**src/rtl/multi_hot_encoder_pkg.sv**
```systemverilog
// Shared types and helpers for the multi-hot encoder.
package multi_hot_encoder_pkg;

    typedef enum logic [0:0] {
        IDLE = 1'b0,
        EMIT = 1'b1
    } state_t;

    // Index width for an N-bit vector; kept at least 1 so ports never collapse.
    function automatic int idx_width(input int n);
        return (n < 2) ? 1 : $clog2(n);
    endfunction

endpackage

```
**src/rtl/multi_hot_encoder_lsb_index_encoder.sv**
```systemverilog
// Lowest-set-bit priority encoder: reports the index of the lowest set bit
// (0 when the vector is empty) and whether at most one bit is set.
module lsb_index_encoder
    import multi_hot_encoder_pkg::*;
#(
    parameter int N = 8
)
(
    input  logic [N-1:0]              vec,
    output logic [idx_width(N)-1:0]   idx,
    output logic                      single
);

    localparam int W = idx_width(N);

    logic [N-1:0] w_vec_dec;

    // Scan from the top down so the lowest set bit is the last one written.
    always_comb begin
        idx = '0;
        for (int i = N - 1; i >= 0; i--) begin
            if (vec[i]) begin
                idx = W'(i);
            end
        end
    end

    // Clearing the lowest set bit leaves zero exactly when at most one bit was set.
    always_comb begin
        w_vec_dec = vec - {{(N-1){1'b0}}, 1'b1};
        single    = ((vec & w_vec_dec) == '0);
    end

endmodule

```
**src/rtl/multi_hot_encoder.sv**
```systemverilog
// Multi-hot encoder: accepts an N-bit vector and emits the index of every
// set bit, lowest first, one beat per index. All outputs come from registers.
module multi_hot_encoder
    import multi_hot_encoder_pkg::*;
#(
    parameter int N = 8
)
(
    input  logic                      clk,
    input  logic                      rst,
    input  logic [N-1:0]              in_vec,
    input  logic                      in_valid,
    output logic                      in_ready,
    output logic [idx_width(N)-1:0]   out_idx,
    output logic                      out_none,
    output logic                      out_last,
    output logic                      out_valid,
    input  logic                      out_ready
);

    localparam int W = idx_width(N);

    state_t         r_state;
    logic [N-1:0]   r_pend;
    logic           r_zero_flag;

    state_t         w_state_nxt;
    logic [N-1:0]   w_pend_nxt;
    logic           w_zero_nxt;
    logic [W-1:0]   w_idx;
    logic           w_single;
    logic [N-1:0]   w_pend_dec;

    lsb_index_encoder #(.N(N)) u_lsb_enc (
        .vec    (r_pend),
        .idx    (w_idx),
        .single (w_single)
    );

    // State and pending-bit registers; reset wins over any handshake.
    always_ff @(posedge clk) begin
        if (rst) begin
            r_state     <= IDLE;
            r_pend      <= '0;
            r_zero_flag <= 1'b0;
        end else begin
            r_state     <= w_state_nxt;
            r_pend      <= w_pend_nxt;
            r_zero_flag <= w_zero_nxt;
        end
    end

    // Next-state: capture in IDLE, retire the lowest pending bit per beat in EMIT.
    always_comb begin
        w_state_nxt = r_state;
        w_pend_nxt  = r_pend;
        w_zero_nxt  = r_zero_flag;
        w_pend_dec  = r_pend - {{(N-1){1'b0}}, 1'b1};
        case (r_state)
            IDLE: begin
                if (in_valid) begin
                    w_pend_nxt  = in_vec;
                    w_zero_nxt  = (in_vec == '0);
                    w_state_nxt = EMIT;
                end
            end
            EMIT: begin
                if (out_ready) begin
                    if (w_single) begin
                        w_state_nxt = IDLE;
                        w_pend_nxt  = '0;
                        w_zero_nxt  = 1'b0;
                    end else begin
                        w_pend_nxt  = r_pend & w_pend_dec;
                    end
                end
            end
            default: begin
                w_state_nxt = IDLE;
                w_pend_nxt  = '0;
                w_zero_nxt  = 1'b0;
            end
        endcase
    end

    // Outputs decoded from registered state only; nothing flows through from inputs.
    always_comb begin
        in_ready  = (r_state == IDLE);
        out_valid = (r_state == EMIT);
        out_idx   = (r_state == EMIT) ? w_idx : '0;
        out_none  = (r_state == EMIT) ? r_zero_flag : 1'b0;
        out_last  = (r_state == EMIT) ? w_single : 1'b0;
    end

endmodule

```
**config.mk**
```make
export PLATFORM = sky130hd
export DESIGN_NAME = multi_hot_encoder
export DESIGN_NICKNAME = d
export VERILOG_FILES = /design/src/rtl/multi_hot_encoder_pkg.sv /design/src/rtl/multi_hot_encoder_lsb_index_encoder.sv /design/src/rtl/multi_hot_encoder.sv
export SDC_FILE = /design/constraint.sdc
export NUM_CORES = 1
export LEC_CHECK = 0
export CAP_MARGIN = 25
export CORE_AREA = 10 10 54 56
export CTS_BUF_LIST = sky130_fd_sc_hd__clkbuf_8
export DETAILED_ROUTE_END_ITERATION = 16
export DIE_AREA = 0 0 64 66
export PLACE_DENSITY = 0.65
export SYNTH_ARGS = -nofsm -noshare
export SYNTH_HDL_FRONTEND = slang
export SYNTH_SLANG_ARGS = --single-unit
```
**constraint.sdc**
```tcl
create_clock -name clk -period 4.18 [get_ports clk]
set_clock_uncertainty 0.1 [all_clocks]
set_input_delay 0.836 -clock clk [delete_from_list [all_inputs] [get_ports clk]]
set_output_delay 0.836 -clock clk [all_outputs]
set_load 0.005 [all_outputs]
```
# == Yosys cells after proc, flatten, opt, wreduce, memory -nomap -nowiden ==
# Cells that the tools add are included.
# classes
muxes,23
addsub,1
n_bitwise,2
n_reduce_logical,4
eq_ne,3
# ops
operator,count
3-bit 2-to-1 mux,9
8-bit 2-to-1 mux,3
8-bit logical NOT,2
8-bit one-hot mux with 2 select lines,1
8-bit AND,1
1-bit 2-to-1 mux,8
8-bit by 1-bit subtractor with 8-bit output (second input constant),1
2-bit != test (second input constant),2
1-bit one-hot mux with 2 select lines,2
3-bit AND reduction,1
2-bit by 1-bit != test with 1-bit output (second input constant),1
2-bit AND reduction,1
1-bit inverter,1
# totals
register_bits,10
word_cells,36
output_inout_bits,7
input_bits,12

# == Logic depth before layout (Yosys ltp) ==
# Gate-level depths: netlist of the first run.
# depth
word_depth,9
ltp_mapped,6
mapped_depth_nobuf,4

# == Cells and area by module ==
# A second synthesis of the first run with hierarchy kept.
# unflattened
cells_unflattened,86
area_unflattened_um2,668.1
# modules_own_cells
mod,instances,area_each_um2,cells_each,seq_area_each_um2
multi_hot_encoder,1,533.0,64,200.2
lsb_index_encoder,1,135.1,22,0.0

# == Least setup slack after synthesis of the first run ==
# No wires, ideal clock.
# synth_path
path_kind,register -> output
startpoint,register r_pend[4]
endpoint,output out_last
arrival_time_ns,1.305
path_buffers,1
path_slack_ns,1.939
path_stages_with_launch,6
path_cell_list,dfxtp_1 buf_6 or4_4 a21boi_4 nand3_2 nor3b_2
# synth_via
elab_chain_cells,4
# synth_rtl
element,line_no,source
start: declaration,multi_hot_encoder.sv:24,logic [N-1:0] r_pend;
start signal: assignment,multi_hot_encoder.sv:48,r_pend <= w_pend_nxt;
8-bit by 1-bit subtractor with 8-bit output,multi_hot_encoder_lsb_index_encoder.sv:30,"w_vec_dec = vec - {{(N-1){1'b0}}, 1'b1};"
8-bit AND *,multi_hot_encoder_lsb_index_encoder.sv:31,single = ((vec & w_vec_dec) == '0);
8-bit logical NOT *,multi_hot_encoder_lsb_index_encoder.sv:31,
1-bit 2-to-1 mux *,multi_hot_encoder.sv:92,out_last = (r_state == EMIT) ? w_single : 1'b0;
end: declaration,multi_hot_encoder.sv:16,"output logic out_last,"
# Every way passes the cells marked *; elsewhere a longest branch is shown, timed or not.

# == Final worst setup path of the first run ==
# layout_path
startpoint,register r_pend[0]
endpoint,output out_last
# Same word-level chain as after synthesis.

==> results of run 1 <==
-- registers in the layout, summed over array words and instances, names as in the netlist --
signal	cells
r_zero_flag	1
r_pend	8
out_valid	1
-- stage by stage --
| step | utilization [%] | cell area [um2] | cells | total power, mW |
|---|---|---|---|---|
| floorplan | - | 642 | 82 | 0.164 |
| global placement | 43.4 | 825 | 123 | 0.193 |
| detailed placement | 43.4 | 825 | 123 | 0.193 |
| CTS | 45.5 | 866 | 126 | 0.292 |
| global route | 45.5 | 866 | 126 | 0.309 |
| finish | 45.5 | 866 | 126 | 0.290 |
-- Yosys cell counts (all sizes together), types with 2 or more instances --
cell	n	share of area (%)
nor3	6	4.7
nand3	2	2.3
nor4	5	7.2
o21ai	5	3.9
inv	4	2.3
dfxtp	10	31
buf	4	4.9
a21oi	9	7.0
a31oi	3	2.9
nand2	8	4.7
nor2	8	4.7
a211oi	3	3.5
-- how the worst max path moves through the flow --
| stage | from | endpoint | slack (ns) | cells after the start |
|---|---|---|---|---|
| 2_1_floorplan | r_pend[4] | out_last | 1.94 | 5 |
| 3_3_place_gp | r_pend[0] | out_last | 1.44 | 5 |
| 3_5_place_dp | r_pend[0] | out_last | 1.40 | 5 |
| 4_1_cts | r_pend[0] | out_last | 1.15 | 5 |
| 5_1_grt | r_pend[0] | out_last | 1.01 | 5 |
| 6_report | r_pend[0] | out_last | 1.15 | 5 |
-- final cells by class --
class,count,area (um2)
well taps,27,33.8
inverters,4,15.0
multi-input cells,64,395
clock buffers,3,41.3
flip-flops and latches,10,200
fillers,189,1040
repair buffers,18,180
-- power by group --
group,total (mW),internal [mW],switching [mW]
combinational,0.0776,0.0411,0.0365
clock,0.0987,0.0629,0.0358
sequential,0.114,0.102,0.0121
-- critical path, stage by stage (launching register included) --
cell             delay (ns)
dfxtp_1                0.38
nor4_4                 0.52
o21ai_1                0.19
nand3_2                0.11
nor3b_2                0.15
clkdlybuf4s50_1        0.52
-- routing by layer --
layer	vias to the layer above	track usage, %	wire length (um)
met3	3	3.73	163
li1	342	-	-
met4	0	6.56	25
met2	39	12.4	776
met1	305	10.4	756
met5	-	0	0
-- logic make-up after synthesis --
kind of cell	synth area share (%)
buf+inv	7.21
mux	1.56
simple gates	32.4
flops	31.2
compound gates	27.7
==> reports/summary.json, run 1 <==
{
  "run_status": {"value": "finished clean"},
  "relSlewSlack": {"value": 54.4, "unit": "%"},
  "sequential_fraction_of_the_synthesis_area": {"value": 31.2, "unit": "%"},
  "fin_setup_tns": {"value": 0, "unit": "ns"},
  "count_of_endpoints_failing_setup_in_the_final_report": {"value": 0},
  "cts_root_buf": {"value": "clkbuf_8"},
  "count_of_antenna_violating_nets_left_after_detailed_routing": {"value": 0},
  "grt_overflow_total": {"value": 0},
  "holdPathEnd": {"value": "r_zero_flag"},
  "drv_slew": {"value": 0},
  "min_period_over_period": {"value": 72.6, "unit": "%"},
  "cap_viol_max_count": {"value": 0},
  "endpoint_kind": {"value": "primary output"},
  "initial_utilization": {"value": 33.8, "unit": "%"},
  "die_y": {"value": 66, "unit": "um"},
  "postSynthCellCount": {"value": 82},
  "route.final.wire_length": {"value": 1.72, "unit": "mm"},
  "async_reset_ff_share": {"value": 0, "unit": "%"},
  "synth-warning-count": {"value": 0},
  "clk-insertion-delay-late": {"value": 0.24, "unit": "ns"},
  "timing.hold.worst.start": {"value": "r_zero_flag"},
  "period_minus_slack": {"value": 3.03, "unit": "ns"},
  "regToRegEndpoint": {"value": "r_pend[7]"},
  "timing.hold.ws": {"value": 0.420, "unit": "ns"},
  "fmaxAchievable": {"value": 329, "unit": "MHz"},
  "timing_hold_violations_final": {"value": 0},
  "worst_ep_required_time": {"value": 3.24, "unit": "ns"},
  "core_region_area": {"value": 1900, "unit": "um2"},
  "drc_errors": {"value": 0},
  "fp.dieArea": {"value": 4220, "unit": "um2"},
  "whs_path_depth": {"value": 2},
  "number_of_cell_instances_on_the_worst_register_to_register_path": {"value": 4},
  "timing_worst_slew_pin_value": {"value": 0.682, "unit": "ns"},
  "avgViaCountPerCell": {"value": 5.47},
  "port_buffers": {"value": 18},
  "cts_num_sinks": {"value": 10},
  "wire_per_inst": {"value": 13.7, "unit": "um"},
  "cts_made_buffers": {"value": 3},
  "postSynth.topFlopCell": {"value": "dfxtp_1"},
  "area_delta_synth_final": {"value": 34.9, "unit": "%"},
  "path_class": {"value": "reg -> out"},
  "syn-cell-area": {"value": 642, "unit": "um2"},
  "postCtsSetupRepairBufs": {"value": 0},
  "hpwlAfterDp": {"value": 1.38, "unit": "mm"},
  "combined_global_route_utilization_of_all_metal_layers": {"value": 8.82, "unit": "%"},
  "cts_resized": {"value": 0},
  "r2r_slack": {"value": 2.51, "unit": "ns"},
  "yosysUniqueCellTypes": {"value": 32},
  "critical_register_to_register_path_startpoint": {"value": "out_valid"},
  "net_count_after_synthesis": {"value": 94},
  "cts.hold.buffers_added": {"value": 0},
  "chipWidth": {"value": 64, "unit": "um"},
  "mostFrequentLayoutCells": {"value": "clkdlybuf4s50_1, dfxtp_1, a21oi_1"},
  "pwr_density_cell": {"value": 335, "unit": "nW/um2"},
  "std_cell_rows": {"value": 16},
  "synth-seq-cells": {"value": 10},
  "htreeDepth": {"value": 1},
  "grt_max_degree": {"value": 11},
  "crit_fanout": {"value": 8},
  "count_of_flip_flops_with_a_built_in_enable_after_synthesis": {"value": 0},
  "nature_of_the_critical_path_startpoint": {"value": "flip-flop"},
  "cts.clk_slew.worst_paths": {"value": 0.04, "unit": "ns"},
  "pin_count": {"value": 19},
  "worst_voltage_drop_across_the_vdd_grid": {"value": 0.150, "unit": "mV"},
  "cts_tree": {"value": "built"},
  "final_layout_size_suffix_gt1_share": {"value": 9.09, "unit": "%"},
  "cellLeakagePower": {"value": 0.300, "unit": "nW"},
  "via_count": {"value": 689},
  "layout_commonest_cell": {"value": "clkdlybuf4s50_1"},
  "critPathArrivalTime": {"value": 2.10, "unit": "ns"},
  "via_count_of_the_first_global_routing_pass": {"value": 669},
  "first_pass_iters": {"value": 4},
  "rsz0062_at_grt": {"value": "no"},
  "clk_path_buf_depth": {"value": 2},
  "synthesis.area_per_instance": {"value": 7.83, "unit": "um2"},
  "initial_antenna_violation_count": {"value": 0},
  "setup_slack": {"value": 1.15, "unit": "ns"},
  "diodes": {"value": 0},
  "gpl.final_weighted_congestion": {"value": 0.828},
  "dp_worst_setup_slack": {"value": 1.40, "unit": "ns"},
  "hp-class": {"value": "reg -> reg"},
  "finish.net_count": {"value": 113},
  "grt_pass1_wl": {"value": 2.96, "unit": "mm"},
  "count_of_routing_violations_after_the_opening_detailed_route_iteration": {"value": 19}
}
(Power assumes the default switching activity.)
==> run 2: changes to the inputs <==
--- a/config.mk
+++ b/config.mk
@@ -10,7 +10,7 @@
 export CTS_BUF_LIST = sky130_fd_sc_hd__clkbuf_8
 export DETAILED_ROUTE_END_ITERATION = 16
 export DIE_AREA = 0 0 64 66
-export PLACE_DENSITY = 0.65
+export PLACE_DENSITY = 0.67
 export SYNTH_ARGS = -nofsm -noshare
 export SYNTH_HDL_FRONTEND = slang
 export SYNTH_SLANG_ARGS = --single-unit
==> constraint.sdc (replaced) <==
create_clock -name clk -period 2.6 [get_ports clk]
set_clock_uncertainty 0.1 [all_clocks]
set_input_delay 0.52 -clock clk [delete_from_list [all_inputs] [get_ports clk]]
set_output_delay 0.52 -clock clk [all_outputs]
set_load 0.005 [all_outputs]
==> reports/summary.json, run 2 (synthesis results as in run 1) <==
{
  "relSlewSlack": {"value": 73.8, "unit": "%", "change": "was 54.4%"},
  "grt_overflow_total": {"value": 0, "change": "unchanged"},
  "cts_tree": {"value": "built", "change": "unchanged"},
  "timing_hold_violations_final": {"value": 0, "change": "unchanged"},
  "fin_setup_tns": {"value": 0, "unit": "ns", "change": "unchanged"},
  "largest_register_by_flop_count": {"value": "r_pend", "change": "unchanged"},
  "grt_max_degree": {"value": 11, "change": "unchanged"},
  "rsz0062_at_grt": {"value": "no", "change": "unchanged"},
  "htreeDepth": {"value": 1, "change": "unchanged"},
  "port_buffers": {"value": 18, "change": "unchanged"},
  "route.final.wire_length": {"value": 1.77, "unit": "mm", "change": "was 1.72 mm"},
  "worst_ep_required_time": {"value": 1.98, "unit": "ns", "change": "was 3.24 ns"},
  "postLayoutCoreUtil": {"value": 46.3, "unit": "%", "change": "was 45.5%"},
  "dp_worst_setup_slack": {"value": 0.181, "unit": "ns", "change": "was 1.40 ns"},
  "pin_count": {"value": 19, "change": "unchanged"},
  "gpl.final_weighted_congestion": {"value": 0.792, "change": "was 0.828"},
  "diodes": {"value": 0, "change": "unchanged"},
  "placed_cells": {"value": 125, "change": "was 123"},
  "cp_num_cells": {"value": 5, "change": "unchanged"},
  "cells_traversed_along_the_worst_timing_path": {"value": "nand2b_1, a21oi_1, o21bai_1, a211oi_1, clkdlybuf4s50_1", "change": "was nor4_4, o21ai_1, nand3_2, nor3b_2, clkdlybuf4s50_1"},
  "cts_root_buf": {"value": "clkbuf_8", "change": "unchanged"},
  "std_cell_rows": {"value": 16, "change": "unchanged"},
  "die_y": {"value": 66, "unit": "um", "change": "unchanged"},
  "drv_slew": {"value": 0, "change": "unchanged"},
  "cap_viol_max_count": {"value": 0, "change": "unchanged"},
  "critPathArrivalTime": {"value": 1.83, "unit": "ns", "change": "was 2.10 ns"},
  "nature_of_the_critical_path_startpoint": {"value": "flip-flop", "change": "unchanged"},
  "number_of_cell_instances_on_the_worst_register_to_register_path": {"value": 5, "change": "was 4"},
  "hpwlAfterDp": {"value": 1.39, "unit": "mm", "change": "was 1.38 mm"},
  "via_count_of_the_first_global_routing_pass": {"value": 687, "change": "was 669"},
  "cts.hold.buffers_added": {"value": 0, "change": "unchanged"},
  "cts.clk_slew.worst_paths": {"value": 0.05, "unit": "ns", "change": "was 0.04 ns"},
  "flip_flop_count_of_the_largest_register_after_layout": {"value": 8, "change": "unchanged"},
  "combined_global_route_utilization_of_all_metal_layers": {"value": 8.76, "unit": "%", "change": "was 8.82%"},
  "cts_made_buffers": {"value": 3, "change": "unchanged"},
  "worst_path_largest_cell_delay": {"value": 0.54, "unit": "ns", "change": "was 0.52 ns"},
  "finish.net_count": {"value": 115, "change": "was 113"},
  "area_delta_synth_final": {"value": 37.0, "unit": "%", "change": "was 34.9%"},
  "critPathCapture": {"value": "out_idx[0]", "change": "was out_last"},
  "count_of_routing_violations_after_the_opening_detailed_route_iteration": {"value": 25, "change": "was 19"},
  "hp-class": {"value": "reg -> reg", "change": "unchanged"},
  "setup_slack": {"value": 0.154, "unit": "ns", "change": "was 1.15 ns"},
  "fp.dieArea": {"value": 4220, "unit": "um2", "change": "unchanged"},
  "crit_family": {"value": "buffers and inverters", "change": "was simple AND/OR/NAND/NOR gates"},
  "period_minus_slack": {"value": 2.45, "unit": "ns"},
  "crit_fanout": {"value": 7, "change": "was 8"},
  "mostFrequentLayoutCells": {"value": "clkdlybuf4s50_1, dfxtp_1, a21oi_1", "change": "unchanged"},
  "first_pass_iters": {"value": 4, "change": "unchanged"},
  "avgViaCountPerCell": {"value": 5.30, "change": "was 5.47"},
  "pwr_density_cell": {"value": 539, "unit": "nW/um2", "change": "was 335 nW/um2"},
  "core_region_area": {"value": 1900, "unit": "um2", "change": "unchanged"},
  "count_of_endpoints_failing_setup_in_the_final_report": {"value": 0, "change": "unchanged"},
  "design_power_total": {"value": 474, "unit": "uW", "change": "was 290 uW"},
  "worst_setup_path_startpoint": {"value": "r_pend[6]", "change": "was r_pend[0]"},
  "worst_voltage_drop_across_the_vdd_grid": {"value": 0.316, "unit": "mV", "change": "was 0.150 mV"},
  "final_layout_size_suffix_gt1_share": {"value": 10.9, "unit": "%", "change": "was 9.09%"},
  "clk-insertion-delay-late": {"value": 0.24, "unit": "ns", "change": "about the same"},
  "min_period_over_period": {"value": 94.1, "unit": "%"},
  "number_of_cells_in_the_finished_layout_apart_from_fillers": {"value": 128, "change": "was 126"},
  "path_class": {"value": "reg -> out", "change": "unchanged"},
  "initial_antenna_violation_count": {"value": 0, "change": "unchanged"},
  "cp.buffers_inverters": {"value": 1, "change": "unchanged"},
  "endpoint_kind": {"value": "primary output", "change": "unchanged"},
  "cts_num_sinks": {"value": 10, "change": "unchanged"},
  "fmaxAchievable": {"value": 409, "unit": "MHz"},
  "wire_per_inst": {"value": 13.8, "unit": "um", "change": "was 13.7 um"},
  "initial_utilization": {"value": 33.8, "unit": "%", "change": "unchanged"},
  "run_status": {"value": "finished clean", "change": "unchanged"},
  "clk_path_buf_depth": {"value": 2, "change": "unchanged"},
  "regToRegEndpoint": {"value": "r_pend[5]", "change": "was r_pend[7]"},
  "fillers": {"value": 192, "change": "was 189"},
  "cellLeakagePower": {"value": 0.313, "unit": "nW", "change": "was 0.300 nW"},
  "drc_errors": {"value": 0, "change": "unchanged"},
  "chipWidth": {"value": 64, "unit": "um", "change": "unchanged"},
  "layout_commonest_cell": {"value": "clkdlybuf4s50_1", "change": "unchanged"},
  "critical_register_to_register_path_startpoint": {"value": "r_pend[0]", "change": "was out_valid"},
  "r2r_slack": {"value": 0.99, "unit": "ns", "change": "was 2.51 ns"},
  "count_of_antenna_violating_nets_left_after_detailed_routing": {"value": 0, "change": "unchanged"},
  "crit_path_top_delay_cell": {"value": "clkdlybuf4s50_1", "change": "was nor4_4"},
  "timing_worst_slew_pin_value": {"value": 0.390, "unit": "ns", "change": "was 0.682 ns"},
  "via_count": {"value": 679, "change": "was 689"},
  "grt_pass1_wl": {"value": 2.94, "unit": "mm", "change": "was 2.96 mm"}
}
run 2: worst min-delay path by stage:
stage                      from     endpoint  slack, ns  depth (start not counted)
floorplan           r_zero_flag  r_zero_flag       0.38                          2
global placement    r_zero_flag  r_zero_flag       0.40                          2
detailed placement  r_zero_flag  r_zero_flag       0.41                          2
CTS                 r_zero_flag  r_zero_flag       0.42                          2
global route        r_zero_flag  r_zero_flag       0.46                          2
finish              r_zero_flag  r_zero_flag       0.41                          2
run 2: final cells by class:
cell class / count / area, um2 / area share [%]
inverter: 4 / 15.0 / 1.71
timing repair buffer: 20 / 194 / 22.0
tap: 27 / 33.8 / 3.84
sequential: 10 / 200 / 22.8
multi-input combinational: 64 / 395 / 45.0
clock buffer: 3 / 41.3 / 4.69
run 2: tightest hold or removal path: stages (launching register included):
cell and delay (ns):
dfxtp_1 0.30, o211ai_1 0.07, a31oi_1 0.08
run 2: timing repair:
item                                    CTS  global route
endpoints found under the setup margin    1             0
resized for setup                         1             0
buffers inserted                          0             0
hold endpoints to repair                  0             0
run 2: power breakdown:
group	leakage (nW)	switching, mW	internal [mW]
Sequential	0.0822	0.0199	0.164
Combinational	0.209	0.0597	0.0695
Clock	0.0216	0.0599	0.101
Total	0.313	0.140	0.335
run 2: per-layer routing:
layer / GRT usage [%] / wire length, um / vias to the layer above
met5: 0 / 0 / -
met4: 6.56 / 59 / 0
met3: 3.39 / 141 / 5
met2: 13.2 / 688 / 30
met1: 9.83 / 879 / 297
li1: - / - / 347
run 2: stage by stage:
stage / area (um2) / hold WS, ns
after floorplan: 642 / 0.383
after global placement: 840 / 0.403
after detailed placement: 840 / 0.412
after CTS: 880 / 0.418
after global routing: 880 / 0.456
final: 880 / 0.412
